**config.mk**
```make
export PLATFORM = sky130hd
export DESIGN_NAME = ultrasonic_echo_emulator_flat
export DESIGN_NICKNAME = d
export VERILOG_FILES = /design/src/rtl/ultrasonic_echo_emulator_pkg.sv /design/src/rtl/ultrasonic_echo_emulator_if.sv /design/src/rtl/ultrasonic_echo_emulator_sync_edge_detect.sv /design/src/rtl/ultrasonic_echo_emulator.sv /design/src/flat_wrapper.sv
export SDC_FILE = /design/constraint.sdc
export NUM_CORES = 1
export LEC_CHECK = 0
export ABC_AREA = 1
export ABC_CLOCK_PERIOD_IN_PS = 2400
export CORE_UTILIZATION = 30
export CTS_CLUSTER_DIAMETER = 60
export CTS_CLUSTER_SIZE = 14
export DETAILED_ROUTE_END_ITERATION = 10
export PLACE_DENSITY = 0.45
export SYNTH_ARGS = -nofsm -noshare
export SYNTH_HDL_FRONTEND = slang
export SYNTH_SLANG_ARGS = --single-unit
```
**constraint.sdc**
```tcl
create_clock -name clk -period 2.4 [get_ports clk]
set_input_delay 0.48 -clock clk [delete_from_list [all_inputs] [get_ports clk]]
set_output_delay 0.48 -clock clk [all_outputs]
set_load 0.05 [all_outputs]
```
**src/rtl/ultrasonic_echo_emulator_pkg.sv**
```systemverilog
// Shared types and default timing for the ultrasonic echo emulator.
// Default constants model a real HC-SR04 burst and echo timing.
// The state encoding is binary and is shared with any detector-side tooling.
package ultrasonic_pkg;

  localparam int DIST_W            = 12;
  localparam int CLKS_PER_UNIT_DEF = 442;
  localparam int MIN_TRIG_DEF      = 200;
  localparam int RESP_DELAY_DEF    = 2700;
  localparam int HOLDOFF_DEF       = 1000;
  localparam int MAX_UNITS_DEF     = (1 << DIST_W) - 1;

  typedef enum logic [2:0] {
    ST_IDLE    = 3'd0,
    ST_TRIG_HI = 3'd1,
    ST_DELAY   = 3'd2,
    ST_ECHO    = 3'd3,
    ST_HOLDOFF = 3'd4
  } state_t;

  // Bits needed to hold values 0..max_val (at least one bit).
  function automatic int cnt_width(input int max_val);
    return (max_val < 1) ? 1 : $clog2(max_val + 1);
  endfunction

endpackage

```
**src/rtl/ultrasonic_echo_emulator_if.sv**
```systemverilog
// Sensor-side signal bundle between the range-detect controller and the emulator.
// master = controller (drives trig/distance), slave = emulator (drives echo/status).
// Purely combinational wiring, no state.
interface ultrasonic_echo_emulator_if;
  import ultrasonic_pkg::*;

  logic              trig;
  logic [DIST_W-1:0] distance_set;
  logic              echo;
  logic              busy;
  logic              trig_reject;
  logic [15:0]       meas_count;

  modport master (
    output trig, distance_set,
    input  echo, busy, trig_reject, meas_count
  );

  modport slave (
    input  trig, distance_set,
    output echo, busy, trig_reject, meas_count
  );

endinterface

```
**src/rtl/ultrasonic_echo_emulator_sync_edge_detect.sv**
```systemverilog
// Two-flop synchronizer for an asynchronous level, with rise/fall pulses.
// Latency: 2 cycles to o_sync; edge pulses are combinational on the synced level.
// No backpressure; pulses last one cycle.
module sync_edge_detect (
  input  logic clk,
  input  logic rst_n,
  input  logic i_async,
  output logic o_sync,
  output logic o_rise,
  output logic o_fall
);

  logic r_meta;
  logic r_sync;
  logic r_prev;

  // Metastability chain plus one delayed copy for edge detection.
  always_ff @(posedge clk or negedge rst_n) begin
    if (!rst_n) begin
      r_meta <= 1'b0;
      r_sync <= 1'b0;
      r_prev <= 1'b0;
    end else begin
      r_meta <= i_async;
      r_sync <= r_meta;
      r_prev <= r_sync;
    end
  end

  assign o_sync = r_sync;
  assign o_rise = r_sync & ~r_prev;
  assign o_fall = ~r_sync & r_prev;

endmodule

```
**src/rtl/ultrasonic_echo_emulator.sv**
```systemverilog
// HC-SR04-style responder: qualifies trigger width, waits the burst delay, returns echo of dist*CLKS_PER_UNIT cycles.
// Latency: echo rises RESP_DELAY+3 cycles after trig falls (2 sync + 1 edge-to-state register).
// No backpressure; triggers arriving while busy are dropped and flagged on trig_reject.
module ultrasonic_echo_emulator
  import ultrasonic_pkg::*;
#(
  parameter int CLKS_PER_UNIT = CLKS_PER_UNIT_DEF,
  parameter int MIN_TRIG      = MIN_TRIG_DEF,
  parameter int RESP_DELAY    = RESP_DELAY_DEF,
  parameter int HOLDOFF       = HOLDOFF_DEF,
  parameter int MAX_UNITS     = MAX_UNITS_DEF
) (
  input logic                       clk,
  input logic                       rst_n,
  ultrasonic_echo_emulator_if.slave bus
);

  localparam int HI_W    = cnt_width(MIN_TRIG);
  localparam int TMR_MAX = (RESP_DELAY > HOLDOFF) ? RESP_DELAY : HOLDOFF;
  localparam int TMR_W   = cnt_width(TMR_MAX);
  localparam int SUB_W   = cnt_width(CLKS_PER_UNIT);

  state_t            r_state;
  state_t            w_state_nxt;
  logic [HI_W-1:0]   r_hi_cnt;
  logic [TMR_W-1:0]  r_tmr;
  logic [SUB_W-1:0]  r_sub_cnt;
  logic [DIST_W-1:0] r_unit_cnt;
  logic [DIST_W-1:0] r_dist;
  logic [DIST_W-1:0] w_dist_clamp;
  logic [15:0]       r_meas_count;
  logic              r_echo;
  logic              r_trig_reject;
  logic              w_trig_s;
  logic              w_rise;
  logic              w_fall;
  logic              w_accept;
  logic              w_reject;
  logic              w_sub_last;
  logic              w_unit_last;
  logic              w_dly_done;
  logic              w_ho_done;

  sync_edge_detect u_sync (
    .clk     (clk),
    .rst_n   (rst_n),
    .i_async (bus.trig),
    .o_sync  (w_trig_s),
    .o_rise  (w_rise),
    .o_fall  (w_fall)
  );

  assign w_dist_clamp = (bus.distance_set > DIST_W'(MAX_UNITS)) ? DIST_W'(MAX_UNITS)
                                                                 : bus.distance_set;
  assign w_sub_last   = (r_sub_cnt == SUB_W'(CLKS_PER_UNIT - 1));
  assign w_unit_last  = (r_unit_cnt == r_dist - DIST_W'(1));
  assign w_dly_done   = (r_tmr == TMR_W'(RESP_DELAY - 1));
  assign w_ho_done    = (r_tmr == TMR_W'(HOLDOFF - 1));

  // Next-state decode; any new trigger edge outside IDLE/TRIG_HI is dropped and flagged.
  always_comb begin
    w_state_nxt = r_state;
    w_accept    = 1'b0;
    w_reject    = 1'b0;
    unique case (r_state)
      ST_IDLE: begin
        if (w_rise) w_state_nxt = ST_TRIG_HI;
      end
      ST_TRIG_HI: begin
        if (w_fall) begin
          if (r_hi_cnt >= HI_W'(MIN_TRIG)) begin
            w_accept    = 1'b1;
            w_state_nxt = ST_DELAY;
          end else begin
            w_reject    = 1'b1;
            w_state_nxt = ST_IDLE;
          end
        end
      end
      ST_DELAY: begin
        w_reject = w_rise;
        if (w_dly_done) w_state_nxt = (r_dist == '0) ? ST_HOLDOFF : ST_ECHO;
      end
      ST_ECHO: begin
        w_reject = w_rise;
        if (w_sub_last && w_unit_last) w_state_nxt = ST_HOLDOFF;
      end
      ST_HOLDOFF: begin
        w_reject = w_rise;
        if (w_ho_done) w_state_nxt = ST_IDLE;
      end
      default: w_state_nxt = ST_IDLE;
    endcase
  end

  // State register, registered outputs and measurement bookkeeping.
  always_ff @(posedge clk or negedge rst_n) begin
    if (!rst_n) begin
      r_state       <= ST_IDLE;
      r_echo        <= 1'b0;
      r_trig_reject <= 1'b0;
      r_meas_count  <= '0;
      r_dist        <= '0;
    end else begin
      r_state       <= w_state_nxt;
      r_echo        <= (w_state_nxt == ST_ECHO);
      r_trig_reject <= w_reject;
      if (w_accept) begin
        r_meas_count <= r_meas_count + 16'd1;
        r_dist       <= w_dist_clamp;
      end
    end
  end

  // Trigger-width counter; saturates so an indefinitely held trigger never wraps.
  always_ff @(posedge clk or negedge rst_n) begin
    if (!rst_n) begin
      r_hi_cnt <= '0;
    end else if (r_state == ST_IDLE) begin
      if (w_rise) r_hi_cnt <= HI_W'(1);
    end else if (r_state == ST_TRIG_HI) begin
      if (w_trig_s && (r_hi_cnt < HI_W'(MIN_TRIG))) r_hi_cnt <= r_hi_cnt + HI_W'(1);
    end
  end

  // Shared timer for burst delay and holdoff; restarts on every state change.
  always_ff @(posedge clk or negedge rst_n) begin
    if (!rst_n) begin
      r_tmr <= '0;
    end else if (w_state_nxt != r_state) begin
      r_tmr <= '0;
    end else if ((r_state == ST_DELAY) || (r_state == ST_HOLDOFF)) begin
      r_tmr <= r_tmr + TMR_W'(1);
    end
  end

  // Echo width as nested unit/sub-unit counters, avoiding a dist*CLKS_PER_UNIT multiply.
  always_ff @(posedge clk or negedge rst_n) begin
    if (!rst_n) begin
      r_sub_cnt  <= '0;
      r_unit_cnt <= '0;
    end else if (r_state != ST_ECHO) begin
      r_sub_cnt  <= '0;
      r_unit_cnt <= '0;
    end else if (w_sub_last) begin
      r_sub_cnt  <= '0;
      r_unit_cnt <= r_unit_cnt + DIST_W'(1);
    end else begin
      r_sub_cnt  <= r_sub_cnt + SUB_W'(1);
    end
  end

  assign bus.echo        = r_echo;
  assign bus.busy        = (r_state != ST_IDLE);
  assign bus.trig_reject = r_trig_reject;
  assign bus.meas_count  = r_meas_count;

endmodule

```
**src/flat_wrapper.sv**
```systemverilog
// flat-port wrapper written by rule: the top's interface ports become plain ports
module ultrasonic_echo_emulator_flat import ultrasonic_pkg::*;
#(
  parameter int CLKS_PER_UNIT = CLKS_PER_UNIT_DEF,
  parameter int MIN_TRIG      = MIN_TRIG_DEF,
  parameter int RESP_DELAY    = RESP_DELAY_DEF,
  parameter int HOLDOFF       = HOLDOFF_DEF,
  parameter int MAX_UNITS     = MAX_UNITS_DEF
)
  (clk, rst_n, bus_trig, bus_distance_set, bus_echo, bus_busy, bus_trig_reject, bus_meas_count);
  ultrasonic_echo_emulator_if bus_i ();
  input logic clk;
  input logic rst_n;
  input wire logic [$bits(bus_i.trig)-1:0] bus_trig;
  input wire logic [$bits(bus_i.distance_set)-1:0] bus_distance_set;
  output wire logic [$bits(bus_i.echo)-1:0] bus_echo;
  output wire logic [$bits(bus_i.busy)-1:0] bus_busy;
  output wire logic [$bits(bus_i.trig_reject)-1:0] bus_trig_reject;
  output wire logic [$bits(bus_i.meas_count)-1:0] bus_meas_count;
  assign bus_i.trig = bus_trig;
  assign bus_i.distance_set = bus_distance_set;
  assign bus_echo = bus_i.echo;
  assign bus_busy = bus_i.busy;
  assign bus_trig_reject = bus_i.trig_reject;
  assign bus_meas_count = bus_i.meas_count;
  ultrasonic_echo_emulator #(.CLKS_PER_UNIT(CLKS_PER_UNIT), .MIN_TRIG(MIN_TRIG), .RESP_DELAY(RESP_DELAY), .HOLDOFF(HOLDOFF), .MAX_UNITS(MAX_UNITS)) u_core (.clk(clk), .rst_n(rst_n), .bus(bus_i));
endmodule
```
==> results.md, run 1 <==
* Layout overhead on the synthesized area at 21.2%
* Vias after detailed routing at 3312
* Ys Warns at 0
* Root Buffer Master: clkbuf_16
* Number of global-route vias before repair at 3220
* H-tree levels at 3
* Comb pwr share at 7.7%
* Nature of the critical path endpoint: primary output
* ANT cells at 0
* Syn_area_per_cell at 8.21 um2
* Gpl congestion at a little under 0.8
* Outcome: completed
* Post-layout instance area at 0.00513 mm2
* Routed wire length at between 8 and 9 mm
* Post-synthesis cell type count at 41
* Hold_buf cts at 0
* Maxcap violations at 0
* Worst-Margin Slew at 0.524 ns
* Seq/Total Area, Yosys at 45.5%
* Fin crit period at between 2 and 2.5 ns
* Finished Core Util at 37.1%
* Psw at between 0.0007 and 0.0008 W
* Die area at 0.0146 mm2
* Required @ worst endpoint at 1.92 ns
* DP Worst Slack at 0.182 ns
* WP data arrival at ~1.8 ns
* R2R Setup Slk at approximately 0.26 ns
* Layout Nets at 586
* Worst setup path category: flip-flop to primary output
* Row cnt at between 40 and 50
* TritonCTS Buffers at 9
* Area of the core at between 0.01 and 0.015 mm2
* Vias per cell at 4.43
* Boundary pin count at 34
* Routed len/inst at 11.9 um
* CTS clock-pin slew for the worst setup and hold paths at 0.06 ns
* PD cells at around 570 mW/mm2
* First-pass GRT wire length at 15.2 mm
* #FFs+latches synth at 77
* Crit Path Max Fanout at 5
* CTS tree: yes
* Worst min-delay path class: input pin to async pin
* Setup TNS at 0 ns
* Drt drc at 0
* Detailed Routing Iterations Pass 1 at 4
* Clock share of power at between 40% and 50%
* Sw frac at 24.4%
* Synth Net Count at roughly 540
* Max IR drop VDD at 295 uV
* Final setup viols at 0
* Port Buffers at 33
* Synthesized cell area at between 0.004 and 0.005 mm2
* Fin worst setup slack at 0.161 ns
* Clk Latency, worst-skew pair at 0.34 ns
* Clk sinks at 77
* Reg-to-Reg End: u_core.r_tmr[0]$_DFFE_PN0P_
* Setup Skew at about 0.0062 ns
* Reg2reg path depth at 18
* Post-DRT Antenna Nets at 0
* Initial DRC count at ~180
* FF-to-FF Start: u_core.r_dist[0]$_DFFE_PN0P_
* Gate Count Post-Synth at 516
* Final Hold Viols at 0
* Headroom to the max-slew limit at 64.9%
* Total gr overflow at 0
* Post-DP HPWL at roughly 6.6 mm
* Longest Clk Path Bufs at 2
* DIE WIDTH at ~120 um
* Layout cells sized above 1 at 15.7%
* Total GRT Usage at roughly 14%
* Pleak at between 2 and 2.5 nW
* Max Fclk at 447 MHz
* Count of pins over their slew limit at 0
* Post-DP Area at 0.00482 mm2
* Die Height at 121 um
* Sequential Power Share at 45.8%
* Worst Setup Start Kind: flip-flop
* Int Power at roughly 0.0022 W
* Initial antenna violation count at 0
* Final period util at 93.3%
* Starting Density at 30.6%
* Largest net degree at the start of global routing at 39
==> final cells by class <==
type	count	area (um2)
sequential	77	1930
clock inverter	6	63.8
clock buffer	10	229
fill	1396	8690
multi-input combinational	370	2050
timing repair buffer	40	393
tap	180	225
inverter	65	249
==> layer usage <==
metal | part of all wire (%) | wire length, um | up-vias | GRT usage (%)
li1 | - | - | 1737 | -
met1 | 51 | 4520 | 1515 | 18.7
met2 | 42 | 3760 | 51 | 19.6
met3 | 5.5 | 488 | 9 | 4.34
met4 | 1.4 | 124 | 0 | 5.09
met5 | 0 | 0 | - | 0
==> metrics by stage <==
| step | total power [W] | hold slack (ns) | cells |
|---|---|---|---|
| 6_report | 0.00293 | 0.0995 | 748 |
| 3_3_place_gp | 0.00160 | 0.341 | 732 |
| 2_1_floorplan | 0.00149 | 0.184 | 516 |
| 3_5_place_dp | 0.00160 | 0.337 | 732 |
| 4_1_cts | 0.00298 | 0.125 | 748 |
| 5_1_grt | 0.00305 | 0.133 | 748 |
==> critical path, stage by stage, from the launching register on <==
cell             delay (ns)
dfrtp_1                0.39
inv_2                  0.08
nand2_1                0.13
clkdlybuf4s50_1        0.82
==> registers in the layout (all words and copies together) (netlist names) <==
register / flops
u_core.r_unit_cnt: 12
u_core.bus.echo: 1
u_core.r_dist: 12
u_core.r_hi_cnt: 8
u_core.bus.meas_count: 16
u_core.u_sync.o_sync: 1
u_core.u_sync.r_prev: 1
u_core.r_state: 3
u_core.bus.trig_reject: 1
u_core.r_sub_cnt: 9
u_core.u_sync.r_meta: 1
u_core.r_tmr: 12
==> synthesized netlist by cell type <==
cell,n,area [um2]
nand2_2,10,62.6
nor3_1,19,95.1
inv_2,7,26.3
nor2_1,54,203
xor2_1,18,158
o21ai_1,3,15.0
nor4_2,1,12.5
nor3b_1,1,7.51
ha_1,8,100
nand3_1,28,140
xnor2_1,11,96.3
nand4_1,2,12.5
clkinv_1,2,7.51
o31ai_1,1,7.51
nand2_1,115,432
inv_6,1,8.76
o211ai_1,1,7.51
nor2_2,19,119
or2_2,2,12.5
a31o_2,1,8.76
buf_6,2,22.5
nor4_1,4,25.0
mux2i_1,1,10.0
a21oi_2,1,8.76
nor2_4,6,67.6
a21oi_1,19,95.1
nand3_2,8,80.1
o21ai_0,24,120
and3_1,2,12.5
a211oi_1,1,7.51
clkbuf_1,2,7.51
nand3b_1,1,7.51
a31oi_1,1,6.26
a21boi_0,1,7.51
o221a_2,1,11.3
dfrtp_1,77,1930
nand2_4,3,33.8
nand4_4,1,21.3
inv_1,55,206
and2_1,1,6.26
nor2_8,1,20.0
==> how the worst max path moves through the flow <==
stage / start / end / slack (ns) / depth (start not counted)
global route: u_core.r_dist[0]$_DFFE_PN0P_ / u_core.r_tmr[0]$_DFFE_PN0P_ / -0.008 / 18
floorplan: u_core.r_state[1]$_DFF_PN0_ / u_core.r_hi_cnt[6]$_DFFE_PN0P_ / 0.39 / 14
CTS: u_core.r_state[0]$_DFF_PN0_ / bus_busy / 0.14 / 3
finish: u_core.r_state[0]$_DFF_PN0_ / bus_busy / 0.16 / 3
detailed placement: u_core.r_dist[0]$_DFFE_PN0P_ / u_core.r_tmr[0]$_DFFE_PN0P_ / 0.18 / 18
global placement: u_core.r_dist[0]$_DFFE_PN0P_ / u_core.r_tmr[0]$_DFFE_PN0P_ / 0.24 / 16
==> layout by cell type (no fill, tap or decap), types with 2 or more instances in the layout <==
cell             synthesis  layout
nand2_1                115     115
dfrtp_1                 77      77
inv_1                   55      54
nor2_1                  54      52
clkdlybuf4s50_1          0      32
nand3_1                 28      28
o21ai_0                 24      24
nor2_2                  19      21
nor3_1                  19      19
a21oi_1                 19      19
xor2_1                  18      18
xnor2_1                 11      11
nand2_2                 10      10
clkbuf_16                0       9
inv_2                    7       8
nand3_2                  8       8
ha_1                     8       7
buf_4                    0       7
nor2_4                   6       6
nor4_1                   4       4
nand2_4                  3       3
o21ai_1                  3       3
or2_2                    2       2
clkinv_1                 2       2
nand4_1                  2       2
and3_1                   2       2
clkinvlp_4               0       2
clkinv_2                 0       2
==> kinds of logic (layout without fill, tap and decap cells) <==
family,after synthesis,count (layout),share of synthesized area [%]
AO/OA/AOI/OAI,54,54,6.97
AND/OR/NAND/NOR,278,278,32.3
multiplexers,1,1,0.236
flip-flops,77,77,45.5
buffers and inverters,69,121,6.59
XOR/XNOR,29,29,6.00
adder cells (fa/ha/maj),8,8,2.36
==> power by group through the flow <==
stage                     Sequential, W  Clock, W  Combinational, W
final                           0.00134   0.00136          0.000226
after global routing            0.00134   0.00145          0.000259
after CTS                       0.00134   0.00140          0.000234
after detailed placement        0.00137         0          0.000232
after global placement          0.00137         0          0.000231
after floorplan                 0.00137         0          0.000126
==> repair_timing <==
item	CTS	global route
gates resized for setup	0	5
endpoints found under the setup margin	0	12
buffers inserted	0	0
Power figures use the tool's default switching activity.
==> run 2, diff against run 1 <==
--- a/config.mk
+++ b/config.mk
@@ -9,9 +9,9 @@
 export ABC_CLOCK_PERIOD_IN_PS = 2400
 export CORE_UTILIZATION = 30
 export CTS_CLUSTER_DIAMETER = 60
-export CTS_CLUSTER_SIZE = 14
 export DETAILED_ROUTE_END_ITERATION = 10
 export PLACE_DENSITY = 0.45
+export REMOVE_ABC_BUFFERS = 1
 export SYNTH_ARGS = -nofsm -noshare
 export SYNTH_HDL_FRONTEND = slang
 export SYNTH_SLANG_ARGS = --single-unit
==> run 2 against run 1 <==
Compared with the run above: clock power rose by 11%; final area up 0.29%; largest power group unchanged; sequential power hardly changed; count of clock-buffer cells in the layout did not move; critical path type unchanged; critical path depth did not move.
==> results.md, run 2 (same netlist as run 1, synthesis figures left out) <==
* Outcome: completed (unchanged)
* Die area at 0.0146 mm2 (unchanged)
* Final period util at 93.4% (was 93.3%)
* Drt drc at 0 (unchanged)
* RSZ-0062 raised after global routing: false
* PD cells at 598 mW/mm2 (was 570 mW/mm2)
* Post-DRT Antenna Nets at 0 (unchanged)
* Setup TNS at 0 ns (unchanged)
* Clk sinks at 77 (unchanged)
* Initial antenna violation count at 0 (unchanged)
* Required @ worst endpoint at 1.92 ns (about the same)
* Final setup viols at 0 (unchanged)
* Finished Core Util at 37.2% (was 37.1%)
* Boundary pin count at 34 (unchanged)
* Count of pins over their slew limit at 0 (unchanged)
* Fin worst setup slack at 0.159 ns (was 0.161 ns)
* Vias after detailed routing at 3297 (was 3312)
* Total GRT Usage at 13.6% (was 13.5%)
* Pleak at 2.26 nW (was 2.25 nW)
* Worst min-delay path class: input pin to async pin (unchanged)
* Fin cells at 745 (was 748)
* Max Fclk at 446 MHz (was 447 MHz)
* Commonest cells after routing, fill and taps aside: 115 x nand2_1, 77 x dfrtp_1, 54 x inv_1, 54 x nor2_1, 32 x clkdlybuf4s50_1 (was 115 x nand2_1, 77 x dfrtp_1, 54 x inv_1, 52 x nor2_1, 32 x clkdlybuf4s50_1)
* Setup bufs post-CTS at 0 (unchanged)
* Max IR drop VDD at 325 uV (was 295 uV)
* Commonest non-fill, non-tap cell in the layout: nand2_1 (unchanged)
* Worst Setup Start Kind: flip-flop (unchanged)
* TritonCTS Buffers at 9 (unchanged)
* Met2 Use GR at 20.6% (was 19.6%)
* Starting Density at 30.6% (unchanged)
* Largest net degree at the start of global routing at 54 (was 39)
* Initial DRC count at 128 (was 178)
* Port Buffers at 33 (unchanged)
* Post-Place Cells at 729 (was 732)
* Post-DP Area at 0.00481 mm2 (was 0.00482 mm2)
* H-tree levels at 3 (unchanged)
* Grt met1 use at 17.6% (was 18.7%)
* R2R Setup Slk at 0.23 ns (was 0.26 ns)
* Layout Nets at 583 (was 586)
* CTS clock-pin slew for the worst setup and hold paths at 0.06 ns (about the same)
* Post-DP HPWL at 6.45 mm (was 6.61 mm)
* Routed wire length at 8.83 mm (was 8.89 mm)
* Headroom to the max-slew limit at 65.7% (was 64.9%)
* WP data arrival at 1.76 ns (about the same)
* Total gr overflow at 0 (unchanged)
* Longest Clk Path Bufs at 2 (unchanged)
* GR peak layer: met2 (unchanged)
* Post-layout instance area at 0.00515 mm2 (was 0.00513 mm2)
* Area of the core at 0.0138 mm2 (unchanged)
* Maxcap violations at 0 (unchanged)
* ANT cells at 0 (unchanged)
* Met3 GRT Util at 3.49% (was 4.34%)
* DP Worst Slack at 0.175 ns (was 0.182 ns)
* Worst-Margin Slew at 0.513 ns (was 0.524 ns)
* Clk Latency, worst-skew pair at 0.35 ns (was 0.34 ns)
* CTS tree: yes (unchanged)
* Setup Skew at 0.00851 ns (was 0.00621 ns)
* Final Hold Viols at 0 (unchanged)
* First-pass GRT wire length at 15.3 mm (was 15.2 mm)
* Routed len/inst at 11.9 um (about the same)
* Fin crit period at 2.24 ns (about the same)
* Row cnt at 43 (unchanged)
* Layout cells sized above 1 at 15.0% (was 15.7%)
* Gpl congestion at 0.775 (was 0.770)
* Crit Path Max Fanout at 5 (unchanged)
* Hold_buf cts at 0 (unchanged)
* Worst setup path category: flip-flop to primary output (unchanged)
* DIE WIDTH at 121 um (unchanged)
* Die Height at 121 um (unchanged)
* Layout overhead on the synthesized area at 21.6% (was 21.2%)
* Detailed Routing Iterations Pass 1 at 4 (unchanged)
* Number of global-route vias before repair at 3306 (was 3220)
* Root Buffer Master: clkbuf_16 (unchanged)
* Nature of the critical path endpoint: primary output (unchanged)
* Vias per cell at 4.43 (about the same)
* Number of flip-flops under the largest register name at 16 (unchanged)
[run 2: metal layers]
metal	vias to the layer above	part of all wire [%]	routed length (um)
met5	-	0	0
met3	11	4.0	354
met2	44	43	3840
met1	1506	50	4430
li1	1736	-	-
met4	0	2.4	208
[run 2: worst paths after layout]
path                                                start  depth (start not counted)                        endpoint
setup / recovery              u_core.r_state[0]$_DFF_PN0_                          3                        bus_busy
hold / removal                                      rst_n                          1  u_core.r_hi_cnt[4]$_DFFE_PN0P_
setup reg to reg             u_core.r_dist[0]$_DFFE_PN0P_                         16     u_core.r_tmr[0]$_DFFE_PN0P_
hold reg to reg            u_core.u_sync.r_meta$_DFF_PN0_                          0  u_core.u_sync.o_sync$_DFF_PN0_
max in group asynchronous                           rst_n                          2   u_core.r_sub_cnt[7]$_DFF_PN0_
min in group clk           u_core.u_sync.r_meta$_DFF_PN0_                          0  u_core.u_sync.o_sync$_DFF_PN0_
[run 2: where the power goes]
part,leakage [nW],switching (W),internal (W)
Sequential,1.00,0.0000163,0.00133
Combinational,1.10,0.000142,0.0000830
Clock,0.159,0.000566,0.000946
[run 2: per-stage QoR]
| step | hold slack [ns] | power, W |
|---|---|---|
| 2_1_floorplan | 0.184 | 0.00148 |
| 3_5_place_dp | 0.339 | 0.00160 |
| 5_1_grt | 0.0683 | 0.00321 |
| 6_report | 0.0472 | 0.00308 |
| 3_3_place_gp | 0.341 | 0.00159 |
| 4_1_cts | 0.0536 | 0.00314 |
[run 2: layout make-up]
class	instances	area, um2
flip-flops and latches	77	1930
repair buffers	37	383
fillers	1389	8680
well taps	180	225
clock inverters	6	93.8
clock buffers	10	239
multi-input cells	370	2030
inverters	65	249
[run 2: worst max-delay path, cell delays in order, from the launching register on]
cell and delay, ns:
dfrtp_1 0.40, inv_2 0.08, nand2_1 0.11, clkdlybuf4s50_1 0.82
[run 2: timing repair]
action                                 4_1_cts  5_1_grt
endpoints found under the hold margin        0        0
setup endpoints to repair                    0       12
resized for setup                            0        2
==> run 3, diff against run 2 <==
--- a/config.mk
+++ b/config.mk
@@ -7,11 +7,13 @@
 export LEC_CHECK = 0
 export ABC_AREA = 1
 export ABC_CLOCK_PERIOD_IN_PS = 2400
+export CORE_MARGIN = 3
 export CORE_UTILIZATION = 30
 export CTS_CLUSTER_DIAMETER = 60
 export DETAILED_ROUTE_END_ITERATION = 10
 export PLACE_DENSITY = 0.45
 export REMOVE_ABC_BUFFERS = 1
+export SKIP_CTS_REPAIR_TIMING = 1
 export SYNTH_ARGS = -nofsm -noshare
 export SYNTH_HDL_FRONTEND = slang
 export SYNTH_SLANG_ARGS = --single-unit
==> run 3 against run 2 <==
Compared with the run above: largest cell class unchanged; wire length rose by 2.5%; cell count fell by 0.27%; sequential power barely moved; flip-flop and latch count did not move; core utilization rose by 0.64 points; first-iteration DRC count rose by 33%; global-route usage fell by 1.1 points; hold slack improved by 0.11 ns.
==> results.md, run 3 (same netlist as run 1, synthesis figures left out) <==
* Outcome: completed (unchanged)
* Initial antenna violation count at 0 (unchanged)
* Sw frac at 24.3% (was 23.5%)
* Count of pins over their slew limit at 0 (unchanged)
* TritonCTS Buffers at 9 (unchanged)
* Setup TNS at 0 ns (unchanged)
* Initial DRC count at 170 (was 128)
* Worst min-delay path class: input pin to async pin (unchanged)
* Max Fclk at 445 MHz (was 446 MHz)
* Worst-Margin Slew at 0.645 ns (was 0.513 ns)
* Total gr overflow at 0 (unchanged)
* R2R Setup Slk at 0.24 ns (was 0.23 ns)
* Sequential Power Share at 45.4% (was 43.6%)
* Post-DP Area at 0.00481 mm2 (about the same)
* Worst setup path category: flip-flop to primary output (unchanged)
* Worst Setup Start Kind: flip-flop (unchanged)
* Pwr Total at 0.00295 W (was 0.00308 W)
* Headroom to the max-slew limit at 57.0% (was 65.7%)
* Root Buffer Master: clkbuf_16 (unchanged)
* Post-DP HPWL at 6.61 mm (was 6.45 mm)
* Final period util at 93.7% (was 93.4%)
* Final setup viols at 0 (unchanged)
* Crit Path Max Fanout at 5 (unchanged)
* Layout cells sized above 1 at 15.3% (was 15.0%)
* Fin worst setup slack at 0.151 ns (was 0.159 ns)
* Clk sinks at 77 (unchanged)
* Int Power at 0.00224 W (was 0.00235 W)
* Drt drc at 0 (unchanged)
* RSZ-0062 raised after global routing: false (unchanged)
* Vias per cell at 4.51 (was 4.43)
* DP Worst Slack at 0.162 ns (was 0.175 ns)
* Delay-heaviest family, CP: buffers and inverters (unchanged)
* Commonest non-fill, non-tap cell in the layout: nand2_1 (unchanged)
* Starting Density at 31.4% (was 30.6%)
* Longest Clk Path Bufs at 2 (unchanged)
* Fin crit period at 2.25 ns (was 2.24 ns)
* Critical-path cell list: inv_2 -> nand2_1 -> clkdlybuf4s50_1 (unchanged)
* Gpl congestion at 0.762 (was 0.775)
* Worst Path Buf+Inv at 2 (unchanged)
* H-tree levels at 3 (unchanged)
* Pleak at 2.24 nW (was 2.26 nW)
* Total GRT Usage at 12.5% (was 13.6%)
* Final Hold Viols at 0 (unchanged)
* CP startpoint: u_core.r_state[0]$_DFF_PN0_ (unchanged)
* Layout Nets at 585 (was 583)
* Area of the core at 0.0135 mm2 (was 0.0138 mm2)
* CP peak stage delay at 0.81 ns (was 0.82 ns)
* Die area at 0.0156 mm2 (was 0.0146 mm2)
* Layout overhead on the synthesized area at 20.8% (was 21.6%)
* Port Buffers at 33 (unchanged)
* Maxcap violations at 0 (unchanged)
* Commonest cells after routing, fill and taps aside: 115 x nand2_1, 77 x dfrtp_1, 54 x inv_1, 54 x nor2_1, 32 x clkdlybuf4s50_1 (unchanged)
* Routed len/inst at 12.2 um (was 11.9 um)
* Routed wire length at 9.06 mm (was 8.83 mm)
* First-pass GRT wire length at 16.1 mm (was 15.3 mm)
* Post-DRT Antenna Nets at 0 (unchanged)
* Die Height at 125 um (was 121 um)
* Boundary pin count at 34 (unchanged)
* ANT cells at 0 (unchanged)
* WP data arrival at 1.77 ns (was 1.76 ns)
* Detailed Routing Iterations Pass 1 at 4 (unchanged)
* CP max-delay cell: clkdlybuf4s50_1 (unchanged)
* Psw at 0.000717 W (was 0.000725 W)
* FF-to-FF Start: u_core.r_dist[0]$_DFFE_PN0P_ (unchanged)
* Setup Skew at 0.00678 ns (was 0.00851 ns)
* Nature of the critical path endpoint: primary output (unchanged)
* CTS clock-pin slew for the worst setup and hold paths at 0.06 ns (about the same)
* PD cells at 578 mW/mm2 (was 598 mW/mm2)
* Required @ worst endpoint at 1.92 ns (about the same)
* Vias after detailed routing at 3350 (was 3297)
* Clk Latency, worst-skew pair at 0.34 ns (was 0.35 ns)
* Clock share of power at 46.9% (was 49.1%)
* Number of flip-flops under the largest register name at 16 (unchanged)
* Post-layout instance area at 0.00511 mm2 (was 0.00515 mm2)
* Comb pwr share at 7.6% (was 7.3%)
* Number of global-route vias before repair at 3410 (was 3306)
* DIE WIDTH at 125 um (was 121 um)
* CTS tree: yes (unchanged)
* Max IR drop VDD at 291 uV (was 325 uV)
* Largest net degree at the start of global routing at 48 (was 54)
* Row cnt at 42 (was 43)
[run 3: cell count changes in the layout (fill, tap and decap cells not counted), sizes merged]
cell and change:
bufinv -1, clkinvlp +2, inv -1, buf +2
[run 3: final timing paths]
kind	to	cells past startpoint
setup / recovery	bus_busy	3
hold / removal	u_core.bus.meas_count[6]$_DFFE_PN0P_	1
setup reg to reg	u_core.r_tmr[1]$_DFFE_PN0P_	18
hold reg to reg	u_core.u_sync.o_sync$_DFF_PN0_	0
max in group asynchronous	u_core.r_dist[2]$_DFFE_PN0P_	2
min in group clk	u_core.u_sync.o_sync$_DFF_PN0_	0
[run 3: final cells by class]
cell class | instances | area [um2]
well taps | 176 | 220
flip-flops and latches | 77 | 1930
clock buffers | 10 | 239
clock inverters | 6 | 62.6
repair buffers | 39 | 385
fillers | 1381 | 8390
inverters | 65 | 249
multi-input cells | 370 | 2030
[run 3: power groups by stage]
| stage | Clock, W | Sequential (W) | Combinational [W] |
|---|---|---|---|
| after floorplan | 0 | 0.00137 | 0.000115 |
| after global routing | 0.00148 | 0.00134 | 0.000253 |
| after global placement | 0 | 0.00137 | 0.000230 |
| final | 0.00139 | 0.00134 | 0.000225 |
| after CTS | 0.00144 | 0.00134 | 0.000232 |
| after detailed placement | 0 | 0.00137 | 0.000230 |
[run 3: stage by stage]
| stage | cells | utilization [%] | hold WS (ns) |
|---|---|---|---|
| 3_5_place_dp | 727 | 35.6 | 0.341 |
| 5_1_grt | 743 | 37.9 | 0.221 |
| 6_report | 743 | 37.9 | 0.157 |
| 2_1_floorplan | 512 | - | 0.184 |
| 3_3_place_gp | 727 | 35.6 | 0.340 |
| 4_1_cts | 743 | 37.9 | 0.195 |
[run 3: layer usage]
| layer | global-route usage [%] | wire length, um | vias up | part of all wire (%) |
|---|---|---|---|---|
| met2 | 18.5 | 3880 | 51 | 43 |
| li1 | - | - | 1730 | - |
| met1 | 17.3 | 4610 | 1557 | 51 |
| met3 | 3.17 | 394 | 12 | 4.4 |
| met5 | 0 | 0 | - | 0 |
| met4 | 5.17 | 172 | 0 | 1.9 |
